==> src/rtl/logic_seq_player.sv <==
// Step-table sequence player: walks a 256x16 table from a latched start index,
// driving each entry's pattern for its hold count until a "last" entry.
module logic_seq_player #(
    parameter logic [7:0] IDLE_PATTERN = 8'h00,
    parameter int         MAX_STEPS    = 256
) (
    input  logic        clk,
    input  logic        rst,
    input  logic        start,
    input  logic [7:0]  logic_start_addr,
    input  logic        abort,
    input  logic [7:0]  s_addr,
    input  logic        s_wren,
    input  logic [15:0] s_data,
    output logic [7:0]  seq_out,
    output logic [7:0]  cur_addr,
    output logic        busy,
    output logic        done,
    output logic        err
);

    localparam int CNT_W = $clog2(MAX_STEPS + 1);

    typedef enum logic [2:0] {
        ST_IDLE   = 3'd0,
        ST_FETCH  = 3'd1,
        ST_APPLY  = 3'd2,
        ST_HOLD   = 3'd3,
        ST_FINISH = 3'd4
    } state_t;

    state_t             state_r;
    logic [15:0]        mem_r [0:255];
    logic [15:0]        rd_data_r;
    logic [7:0]         ptr_r;
    logic [6:0]         hold_cnt_r;
    logic               last_r;
    logic [CNT_W-1:0]   step_cnt_r;
    logic [7:0]         seq_out_r;
    logic [7:0]         cur_addr_r;
    logic               busy_r;
    logic               done_r;
    logic               err_r;

    // Step table: write port for firmware, read of the current pointer every cycle.
    // A same-edge write/read to one index returns the old contents.
    always_ff @(posedge clk) begin
        if (s_wren) begin
            mem_r[s_addr] <= s_data;
        end
        rd_data_r <= mem_r[ptr_r];
    end

    // Sequencer FSM with all outputs registered.
    always_ff @(posedge clk or posedge rst) begin
        if (rst) begin
            state_r    <= ST_IDLE;
            ptr_r      <= 8'h00;
            hold_cnt_r <= 7'd0;
            last_r     <= 1'b0;
            step_cnt_r <= '0;
            seq_out_r  <= IDLE_PATTERN;
            cur_addr_r <= 8'h00;
            busy_r     <= 1'b0;
            done_r     <= 1'b0;
            err_r      <= 1'b0;
        end else begin
            done_r <= 1'b0;
            if (abort) begin
                // Abort wins over everything; err is deliberately left as is.
                state_r   <= ST_IDLE;
                busy_r    <= 1'b0;
                seq_out_r <= IDLE_PATTERN;
            end else begin
                case (state_r)
                    ST_IDLE: begin
                        if (start) begin
                            ptr_r      <= logic_start_addr;
                            step_cnt_r <= '0;
                            err_r      <= 1'b0;
                            busy_r     <= 1'b1;
                            state_r    <= ST_FETCH;
                        end else begin
                            state_r <= ST_IDLE;
                        end
                    end
                    ST_FETCH: begin
                        cur_addr_r <= ptr_r;
                        state_r    <= ST_APPLY;
                    end
                    ST_APPLY: begin
                        seq_out_r  <= rd_data_r[7:0];
                        hold_cnt_r <= rd_data_r[14:8];
                        last_r     <= rd_data_r[15];
                        step_cnt_r <= step_cnt_r + CNT_W'(1);
                        state_r    <= ST_HOLD;
                    end
                    ST_HOLD: begin
                        if (hold_cnt_r != 7'd0) begin
                            hold_cnt_r <= hold_cnt_r - 7'd1;
                        end else if (last_r) begin
                            done_r  <= 1'b1;
                            state_r <= ST_FINISH;
                        end else if (step_cnt_r == CNT_W'(MAX_STEPS)) begin
                            err_r   <= 1'b1;
                            done_r  <= 1'b1;
                            state_r <= ST_FINISH;
                        end else begin
                            ptr_r   <= ptr_r + 8'd1;
                            state_r <= ST_FETCH;
                        end
                    end
                    ST_FINISH: begin
                        busy_r  <= 1'b0;
                        state_r <= ST_IDLE;
                    end
                    default: begin
                        busy_r  <= 1'b0;
                        state_r <= ST_IDLE;
                    end
                endcase
            end
        end
    end

    assign seq_out  = seq_out_r;
    assign cur_addr = cur_addr_r;
    assign busy     = busy_r;
    assign done     = done_r;
    assign err      = err_r;

endmodule

==> config.mk <==
export PLATFORM = sky130hd
export DESIGN_NAME = logic_seq_player
export DESIGN_NICKNAME = d
export VERILOG_FILES = /design/src/rtl/logic_seq_player.sv
export SDC_FILE = /design/constraint.sdc
export NUM_CORES = 2
export LEC_CHECK = 0
export BUFFER_PORTS_ARGS = -buffer_cell sky130_fd_sc_hd__buf_4
export CAP_MARGIN = 0
export CORE_MARGIN = 5
export CORE_UTILIZATION = 60
export CTS_CLUSTER_DIAMETER = 120
export CTS_CLUSTER_SIZE = 30
export DETAILED_ROUTE_END_ITERATION = 6
export MAX_ROUTING_LAYER = met4
export PLACE_DENSITY = 0.81
export SYNTH_ARGS = -nofsm -noshare
export SYNTH_HDL_FRONTEND = slang
export SYNTH_SLANG_ARGS = --single-unit
==> constraint.sdc <==
create_clock -name clk -period 3.16 [get_ports clk]
set_input_delay 0.158 -clock clk [delete_from_list [all_inputs] [get_ports clk]]
set_output_delay 0.158 -clock clk [all_outputs]
set_load 0.02 [all_outputs]
; Word-level counts from Yosys, hierarchy flattened
; Memories as Yosys holds them, arrays and structs flattened. A register that Yosys moved wholly into a read port is not among the register bits.
; Index checks and enable logic that the tools add are counted.
[word_totals]
reg_bits = 47
latchBits = 0
ram_bits = 4096
romBits = 0
input_bits = 37
output_inout_bits = 19
n_memories = 1
[mem_list]
columns = name, words, width, rd, rd_clocked_by_memory_dff, wr, line
row1 = mem_r, 256, 16, 1, 1, 1, 33  ; logic [15:0] mem_r [0:255];
[op_classes]
addsub = 3
n_mul = 0
n_div = 0
n_lt_le_gt_ge = 0
n_eq_ne = 13
shifts = 0
n_mux = 32
n_bitwise = 1
n_reduce_logical = 14
[ops]
columns = op, count
row1 = $mux 8, 6
row2 = $pmux 9 s2, 1
row3 = $pmux 8 s2, 1
row4 = $mux 1, 14
row5 = $pmux 7 s2, 1
row6 = $mux 3, 4
row7 = $ne 2x2->1 const B, 6
row8 = $pmux 3 s4, 1
row9 = $reduce_and 6->1, 2
row10 = $add 9x1->9 const B, 1
row11 = $eq 9x9->1 const B, 1
row12 = $mux 9, 1
row13 = $add 8x1->8 const B, 1
row14 = $reduce_bool 2->1, 4
row15 = $mux 7, 1
row16 = $reduce_bool 7->1, 1
row17 = $sub 7x1->7 const B, 1
row18 = $eq 3x2->1 const B, 2
row19 = $ne 3x3->1 const B, 2
row20 = $reduce_and 2->1, 3
row21 = $reduce_and 3->1, 2
row22 = $pmux 1 s2, 2
row23 = $eq 3x1->1 const B, 1
row24 = $logic_not 3->1, 1
row25 = 3 further kinds, 3

; Depth between registers and ports, before layout
[logic_depth]
ltp_word = 6
ltp_mapped = 11
depth_no_buf = 8

; Least setup slack after synthesis
; No wires, ideal clock.
[synth_timing]
kind = flip-flop to flip-flop
startpoint = register ptr_r[0]
endpoint = register rd_data_r[10], read port of mem_r
setup_time_ns = 0.126
arrival_ns = 2.250
t_required_ns = 3.034
path_slack_ns = 0.784
stages_incl_launch_ff = 10
n_path_buf = 4
period_less_slack_ns = 2.376
path_cell_list = dfrtp_1 buf_6 buf_8 buf_4 buf_2 mux4_2 a22oi_1 nand4_1 nor4_1 nor4_1
[synth_lines]
columns = item, line
row1 = from (decl), 35  ; logic [7:0] ptr_r;
row2 = from (signal assigned), 78  ; ptr_r <= logic_start_addr;
row3 = from (signal assigned), 109  ; ptr_r <= ptr_r + 8'd1;
row4 = to (decl), 34  ; logic [15:0] rd_data_r;

==> flow_summary.ini <==
[status]
outcome = finished with violations
violations = setup timing

[grt]
use_met2 = 0.468
grt.total_usage = 0.306
grt_pass1_vias = 82900
grt_util_met1 = 0.414
antenna_found_initial = 20
busiest_layer = met2
grt_max_degree = 146
gr-total-overflow = 0
grt_pass1_wl_um = 596000
grt_use_met3 = 0.0626

[sta]
period_share = 1.04
fmax_ghz = 0.304
skew_ps = 40.4
drv_slew = 0
setup_tns_ps = -734
period_needed_ps = 3290
relSlewSlack = 0.169
setup_viol = 14
grt_setup_unrepaired = yes
finalHoldViolations = 0
setup_ws_ps = -130
timing_worst_slew_pin_value_ps = 1250

[clocking]
htree_num_levels = 4
clk_latency_ps = 860
path_clk_slew_ps = 110
tritoncts = yes
numCtsBuffers = 156
cts_buffer_depth = 3
cts_sinks = 4159
cts_root_buf = clkbuf_16

[yosys]
synth_common_cells = 4096 x edfxtp_1, 700 x mux2i_1, 678 x mux4_2, 339 x nor2_1, 239 x clkbuf_1
synth_top_area_share = 0.764
synth_area_um2 = 161000
synthCells = 7917
synth.area.top_cells = edfxtp_1 76%, mux4_2 9.5%, mux2i_1 4.4%
syn_nets = 7959
synth-seq-cells = 4159
seq_area_frac_synth = 0.773
ys.flop_type = edfxtp_1
synth.most_common_cell = edfxtp_1
synth_cell_types = 65
synth_area_per_cell_um2 = 20.3
ys.warnings.count = 0
synth-edff-count = 4096
async_flop_share = 0.0113
synth.largest_area_cell = edfxtp_1

[place]
dpl.cell_count = 11800
dp_hpwl_um = 261000
pre_cts_ws_ps = -649
gp_congestion = 0.950
port_buffers = 55

[worst_setup_path]
critical-path-max-stage-delay_ps = 600
crit_chain = or2_4 -> buf_6 -> o221ai_1 -> o22ai_1 -> a22oi_1 -> nand4_1 -> nor4_1
crit_type = flip-flop to flip-flop
path_max_fanout = 30
worstPathRequired_ps = 3910
critPathLaunchType = flip-flop
arrival_ps = 4040
end_kind = flip-flop
crit_slowest_cell = dfrtp_4

[cells_and_area]
syn_to_final_growth_pct = 9.91
layout.cells.non_filler = 12100
final_util = 0.661
drive_above_1_share = 0.237
nets = 8541

[route]
drt-wirelength-per-cell_um = 34.8
antenna_left = 0
first_pass_iters = 7
viasPerCell = 7.01
drcViolationCount = 0
drtIter0Drc = 15300
routed_wl_um = 421000
vias = 84900

[die]
die_y_um = 528
ioPinCount = 56
coreArea_um2 = 268000
initial_core_util = 0.602
num_rows = 190
dieWidth_um = 528
dieArea_um2 = 279000

[worst_hold_path]
hold_class = input port to flip-flop

[power]
p_per_area_nw_per_um2 = 756
vdd_drop_max_v = 0.000721
power_mw = 134
leakagePower_nw = 55.9

[job]
cap_violations = 0
## kinds of logic (layout without fill, tap and decap cells)
| family | Yosys count | after routing | synth area share |
|---|---|---|---|
| XOR/XNOR | 5 | 5 | 0.000272 |
| other | 0 | 17 | 0 |
| flip-flops | 4159 | 4159 | 0.773 |
| buffers and inverters | 498 | 1119 | 0.0164 |
| AND/OR/NAND/NOR | 869 | 870 | 0.0256 |
| AO/OA/AOI/OAI | 867 | 867 | 0.0364 |
| adder cells (fa/ha/maj) | 5 | 5 | 0.000388 |
| multiplexers | 1514 | 1514 | 0.148 |
## cells in the final DEF, fill, tap and decap left out, types with 26 or more instances in the layout
master and n:
edfxtp_1 4096, o22ai_1 194, a22oi_1 149, nand4_1 47, dlygate4sd3_1 33, a21oi_1 123
mux2_2 136, nand2_1 148, buf_4 714, nand3_1 66, o221ai_1 93, o32ai_1 26
clkbuf_16 171, o221ai_2 32, dfrtp_1 41, nor2_1 333, nor4_1 36, buf_12 102
nor3_1 76, o21ai_0 113, mux2i_1 686, mux4_2 678, clkbuf_1 30
## metrics by stage
stage               hold slack [ps]  cell area (um^2)
detailed placement              463            171000
finish                         60.0            177000
floorplan                       257            161000
global route                   57.0            177000
global placement                460            171000
CTS                            3.18            176000
## path summary, 6_finish.rpt
path                                  start              to  slack (ps)  cells after the start
min in group asynchronous               rst   step_cnt_r[3]          80                      3
worst max register to register     ptr_r[1]    rd_data_r[8]        -130                      7
worst max-delay path               ptr_r[1]    rd_data_r[8]        -130                      7
worst min-delay path              s_addr[1]  mem_r[155][12]          60                      4
worst min register to register  cur_addr[3]     cur_addr[3]         530                      1
max in group asynchronous               rst        ptr_r[2]        2300                      3
## worst max-delay path, delay by kind of cell, from the launching register on
family / cells / cell delay [ps]
and+or+nand+nor: 3 / 970
DFF: 1 / 600
buffers and inverters: 1 / 310
AOI/OAI and AO/OA: 3 / 1270
## state kept, by name (all words and copies together), names as in the netlist, 3 cells and up
register    flops
mem_r        4096
cur_addr        8
rd_data_r      16
seq_out         8
hold_cnt_r      7
state_r         3
ptr_r           8
step_cnt_r      9
## layout make-up
| class | instances | area, um^2 |
|---|---|---|
| Clock inverter | 7 | 101 |
| Fill cell | 16400 | 90700 |
| Antenna cell | 17 | 42.5 |
| Inverter | 10 | 42.5 |
| Sequential cell | 4159 | 125000 |
| Tap cell | 3552 | 4440 |
| Clock buffer | 191 | 4140 |
| Multi-Input combinational cell | 3261 | 34800 |
| Timing Repair Buffer | 911 | 8950 |
## power breakdown
group	internal, mW	switching, mW	total (mW)	leakage (nW)
clock network	9.40	15.5	24.9	2.06
logic	20.1	27.2	47.3	16.2
registers	60.9	0.763	61.7	37.5
total	90.5	43.4	134	55.9
## per-layer routing
metal  share of wire  wire length [um]
met3            0.13             56400
met1            0.34            142000
met5               0                 0
met2            0.48            201000
met4           0.051             21400
## timing repair
item,4_1_cts,5_1_grt
gates resized for setup,74,108
hold endpoints to repair,1154,0
hold buffers,33,0
pin swaps,9,20
buffers inserted,4,9
endpoints found under the setup margin,16,16
gates cloned,3,10
No activity file was read; power rests on OpenSTA's default activity.
